**config.mk**
```make
export PLATFORM = sky130hd
export DESIGN_NAME = mux_n_sequencial
export DESIGN_NICKNAME = d
export VERILOG_FILES = /design/src/rtl/mux_n_sequencial.sv
export SDC_FILE = /design/constraint.sdc
export NUM_CORES = 1
export LEC_CHECK = 0
export CAP_MARGIN = 0
export CORE_MARGIN = 2
export CORE_UTILIZATION = 42
export CTS_CLUSTER_DIAMETER = 200
export DETAILED_ROUTE_END_ITERATION = 8
export GPL_TIMING_DRIVEN = 0
export HOLD_SLACK_MARGIN = 0.05
export PLACE_DENSITY = 0.85
export SYNTH_ARGS = -nofsm -noshare
export SYNTH_HDL_FRONTEND = slang
export SYNTH_SLANG_ARGS = --single-unit
```
**constraint.sdc**
```tcl
create_clock -name clock -period 1.9 [get_ports clock]
set_input_delay 0.38 -clock clock [delete_from_list [all_inputs] [get_ports clock]]
set_output_delay 0.38 -clock clock [all_outputs]
set_load 0.02 [all_outputs]
```
**src/rtl/mux_n_sequencial.sv**
```systemverilog
// Registered N-channel mux: manual select via Controle, or round-robin scan.
// Latency 1 cycle, no backpressure; Habilita=0 freezes state and drops the strobes.
module mux_n_sequencial #(
    parameter int LARGURA = 8,
    parameter int CANAIS  = 3,
    parameter int SEL_W   = 2
) (
    input  logic                        clock,
    input  logic                        reset_n,
    input  logic [CANAIS*LARGURA-1:0]   Entradas,
    input  logic [SEL_W-1:0]            Controle,
    input  logic                        Modo,
    input  logic                        Habilita,
    output logic [LARGURA-1:0]          Resultado,
    output logic [SEL_W-1:0]            Canal_atual,
    output logic                        Valido,
    output logic                        Erro,
    output logic                        Fim_varredura
);

    localparam int               NSEL     = 2 ** SEL_W;
    localparam logic [SEL_W:0]   CANAIS_W = (SEL_W + 1)'(CANAIS);
    localparam logic [SEL_W-1:0] ULTIMO   = SEL_W'(CANAIS - 1);

    typedef enum logic {MANUAL = 1'b0, VARREDURA = 1'b1} estado_t;

    estado_t            estado;
    estado_t            proximo;
    logic [SEL_W-1:0]   ponteiro;
    logic [LARGURA-1:0] canais [NSEL];

    logic               captura;
    logic [SEL_W-1:0]   canal_cap;
    logic [SEL_W-1:0]   ponteiro_prox;
    logic               carrega_ponteiro;
    logic               carrega_erro;
    logic               erro_prox;
    logic               fim_prox;
    logic               sel_valido;
    logic [SEL_W-1:0]   canal_scan;

    // Unused select codes read as zero so the mux index never leaves the bus.
    for (genvar k = 0; k < NSEL; k++) begin : g_canais
        if (k < CANAIS) begin : g_ativo
            assign canais[k] = Entradas[k*LARGURA +: LARGURA];
        end else begin : g_vazio
            assign canais[k] = '0;
        end
    end

    always_ff @(posedge clock or negedge reset_n) begin
        if (!reset_n) begin
            estado <= MANUAL;
        end else begin
            estado <= proximo;
        end
    end

    always_comb begin
        proximo = Modo ? VARREDURA : MANUAL;
    end

    always_comb begin
        sel_valido       = ({1'b0, Controle} < CANAIS_W);
        canal_scan       = (estado == MANUAL) ? '0 : ponteiro;
        captura          = 1'b0;
        canal_cap        = Controle;
        ponteiro_prox    = ponteiro;
        carrega_ponteiro = 1'b0;
        carrega_erro     = 1'b0;
        erro_prox        = 1'b0;
        fim_prox         = 1'b0;
        if (Modo) begin
            canal_cap = canal_scan;
            if (Habilita) begin
                captura          = 1'b1;
                carrega_erro     = 1'b1;
                carrega_ponteiro = 1'b1;
                ponteiro_prox    = (canal_scan == ULTIMO) ? '0 : canal_scan + 1'b1;
                fim_prox         = (canal_scan == ULTIMO);
            end else if (estado == MANUAL) begin
                // Entering scan while disabled still restarts the sweep.
                carrega_ponteiro = 1'b1;
                ponteiro_prox    = '0;
            end
        end else if (Habilita) begin
            captura      = sel_valido;
            carrega_erro = 1'b1;
            erro_prox    = !sel_valido;
        end
    end

    always_ff @(posedge clock or negedge reset_n) begin
        if (!reset_n) begin
            Resultado     <= '0;
            Canal_atual   <= '0;
            Valido        <= 1'b0;
            Erro          <= 1'b0;
            Fim_varredura <= 1'b0;
            ponteiro      <= '0;
        end else begin
            Valido        <= captura;
            Fim_varredura <= fim_prox;
            if (captura) begin
                Resultado   <= canais[canal_cap];
                Canal_atual <= canal_cap;
            end
            if (carrega_erro) begin
                Erro <= erro_prox;
            end
            if (carrega_ponteiro) begin
                ponteiro <= ponteiro_prox;
            end
        end
    end

endmodule

```
# After elaboration in Yosys (flattened, before gate mapping)
# Cells that the tools add are included.
# word_totals
register_bits	16
latchBits	0
ramBits	0
mem_bits_ro	0
in_bits	30
word_cells	32
mem_count	0
# classes
add_sub_neg	1
mul	0
div_mod_pow	0
order_cmp	2
eq_ne	1
n_shift	0
muxes	18
bitwise_logic	1
reduce_logical	2
# op_table
cell	count
$bmux 8 s2	1
$mux 8	2
$mux 1	11
$mux 2	4
$ge 3x3->1 const B	1
$not 2->3	1
$add 2x1->2 const B	1
$eq 2x2->1 const B	1
$lt 2x2->1 const B	1
$reduce_and 2->1	1
$logic_not 1->1	1

# Logic depth before layout (Yosys ltp)
# depth
depth_word	6
mapped_depth	7
mapped_depth_nobuf	5

# Least setup slack after synthesis
# Ideal clock, no wire load.
# synth_timing
path_type	input to register
startpoint	in Modo
endpoint	reg Resultado[4]
arrival_ns	1.229
required_ns	1.806
path_slack_ns	0.578
stages	6
n_path_buf	3
path_cell_list	buf_6 o21a_1 buf_6 buf_12 mux2i_1 a221oi_2
# synth_via
elab_chain_cells	5
elab_cells_between_ends	6
# synth_rtl
item	line	rtl
from (decl)	12	input logic Modo,
$mux 2	73	if (Modo) begin
$not 2->3 (not written as such)	105	Resultado <= canais[canal_cap];
$bmux 8 s2	105	
$mux 8 (not written as such) (2 in a row)	105	
to (signal assigned)	105	
to (decl)	14	output logic [LARGURA-1:0] Resultado,
# Several ways; a longest one is shown, not always the timed one. The select of a mux whose other input is x is not followed.
# A chain may end at the register's enable or synchronous reset.

# Worst setup path in the final report
# Same ends and word-level chain as after synthesis.

==> impl_results.md <==
* Data required, critical path at 2040 ps
* Post-synth EDFFs at 0
* Dpl ws at -77.3 ps
* Multi-input gate area at 390 um2
* Pwr Density at 674 mW/mm2
* Pin count of the biggest net entering global routing at 17
* Sequential cell area fraction in the yosys report at 46.7%
* Run status: complete, no violations
* Final std cells w/o fill at 154
* Fin crit share at 87.5%
* Vias in the first global route at 838
* Max Freq at 601 MHz
* CTS Sinks at 16
* Sw power at 272 uW
* Number of synthesized register bits at 16
* Setup crit end kind: flop
* Drt drc at 0
* Mapped Cells at 82
* Clk buf depth at 2
* Worst Hold Launch: Canal_atual[0]$_DFFE_PN0P_
* Startpoint Class: input port
* Clock Latency Late Sink at 280 ps
* Fraction of registers with async set/reset at 100%
* Setup Viol. Count Final at 0
* Met3 Track Usage GR at 3.99%
* Die H at 49.2 um
* # rows at 16
* Full die area at 0.00242 mm2
* RePlAce Congestion at 0.739
* Cts repair resizes at 0
* Max-Cap Viols at 0
* Final WL at 2.09 mm
* Wire length of the first global-routing pass at 3.78 mm
* Worst slew pin tran at 693 ps
* Final Max Slew Viols at 0
* Clock skew at 1.74 ps
* Diode count at 0
* M2 GR Usage at 36.3%
* CTS clk-pin slew, worst paths at 90 ps
* Int Pwr at 627 uW
* GR Util met1 at 24.7%
* Worst hold path class: reg -> reg
* Layout overhead on the synthesized area at 55.6%
* HPWL after detailed placement at 1.67 mm
* Post-synthesis average cell area at 10.5 um2
* Crit Path Class: in -> reg
* Global Route Usage Sum at 20.3%
* CTS H-tree lvls at 1
* Peak supply drop at 0.000469 V
* Dpl cells at 151
* Static leakage power at 0.000577 uW
* Synth cell types at 25
* Pre-Repair DR Iteration Count at 4
* GR peak layer: met2
* FF-to-FF path depth at 6
* Nets at 159
* Slew headroom at 53.6%
* Combinational power share at 34.9%
* Layout cells sized above 1 at 11.0%
* Setup bufs post-CTS at 0
* Worst reg2reg endpoint: Resultado[2]$_DFFE_PN0P_
* Die X at 49.2 um
* Hold Crit Endpoint: Canal_atual[0]$_DFFE_PN0P_
* R2r setup slk at 500 ps
* FF-to-FF Start: estado$_DFF_PN0_
* Vias per cell at 5.21
* Most frequent cells in the layout: 42 x clkdlybuf4s50_1, 16 x dfrtp_1, 15 x nand2_1, 8 x mux2i_1, 7 x nor2_1
* Remaining Overflow, GRT at 0
* Final WS setup at 237 ps
* First DRT Iteration DRCs at 6
* Hold WS at 490 ps
* Sequential standard cell area at 400 um2
* WL/cell at 13.6 um
* CTS Buf Count at 3
* Layout fillers at 168
* Fin crit period at 1660 ps
* Antenna violations before repair at 0
* Clk root buf: clkbuf_4
* Via count at 803
* Commonest non-fill, non-tap cell in the layout: clkdlybuf4s50_1
* IO buf count at 42
* WP data arrival at 1800 ps
* Final number of hold-violating endpoints at 0
* Mapped Area at 857 um2
* Final antenna-violating net count at 0
* Yosys warning count at 0
* Sequential Power Share at 45.5%
* CTS tree: done
* Hold depth at 2
* RSZ-0062 raised after global routing: no
* Max FO, Critical Path at 10
* Core ar. at 0.00194 mm2
* Sw frac at 30.3%
* Clock power frac at 19.5%
* Top Ports at 43
* Mapped Nets at 112
* CTS Hold Bufs at 0
* Initial Util at 44.1%
* Top FF cell, synth: dfrtp_1
[critical path, stage by stage]
cell	delay (ps)
clkdlybuf4s50_1	430
buf_6	150
nor2b_2	140
a32oi_1	70
nor2b_1	490
a221oi_2	140
[how the worst max path moves through the flow]
stage / start / end / depth (start not counted)
2_1_floorplan: Modo / Resultado[4]$_DFFE_PN0P_ / 6
3_3_place_gp: Modo / Resultado[7]$_DFFE_PN0P_ / 6
3_5_place_dp: Modo / Resultado[0]$_DFFE_PN0P_ / 6
4_1_cts: Modo / Resultado[0]$_DFFE_PN0P_ / 6
5_1_grt: Modo / Resultado[4]$_DFFE_PN0P_ / 6
6_report: Modo / Resultado[4]$_DFFE_PN0P_ / 6
[layer usage]
metal | vias up | part of all wire, % | wire (um)
met3 | 4 | 6.1 | 128
met5 | - | 0 | 0
met2 | 35 | 53 | 1120
met4 | 0 | 0.91 | 19
li1 | 387 | - | -
met1 | 377 | 39 | 823
[logic make-up after synthesis]
family / synth area share [%]
AO/OA/AOI/OAI: 18.5
flip-flops: 46.7
AND/OR/NAND/NOR: 17.7
multiplexers: 9.34
buffers and inverters: 7.74
[metrics by stage]
stage | TNS [ps] | utilization (%) | power, uW | area (um2)
6_report | 0 | 68.7 | 899 | 1330
5_1_grt | 0 | 68.7 | 948 | 1330
4_1_cts | 0 | 68.7 | 907 | 1330
3_5_place_dp | -344 | 67.5 | 733 | 1310
3_3_place_gp | -129 | 67.5 | 723 | 1310
2_1_floorplan | 0 | - | 568 | 857
[cell type report]
type                       count  area share (%)
timing repair buffer          42            31.5
sequential                    16            30.0
multi-input combinational     57            29.3
buffer                         5            3.85
tap                           27            2.53
clock buffer                   3            1.69
inverter                       4            1.13
[cell usage after synthesis (all sizes together), types with 2 or more instances]
master / instances / area (um2)
dfrtp: 16 / 400
nand2: 15 / 56.3
mux2i: 8 / 80.1
nor2: 7 / 26.3
a221oi: 5 / 75.1
o21ai: 5 / 25.0
buf: 4 / 47.5
inv: 4 / 15.0
nand3: 3 / 20.0
o221ai: 3 / 26.3
nor2b: 2 / 15.0
[registers in the layout, summed over array words and instances, names as in the netlist]
register / flops
Canal_atual: 2
Erro: 1
Fim_varredura: 1
Resultado: 8
Valido: 1
estado: 1
ponteiro: 2
[power by group through the flow]
stage	combinational (uW)	clock, uW	sequential (uW)
finish	314	176	409
global route	340	194	415
CTS	319	178	409
detailed placement	318	0	415
global placement	309	0	414
floorplan	114	0	455
Power figures use the tool's default switching activity.
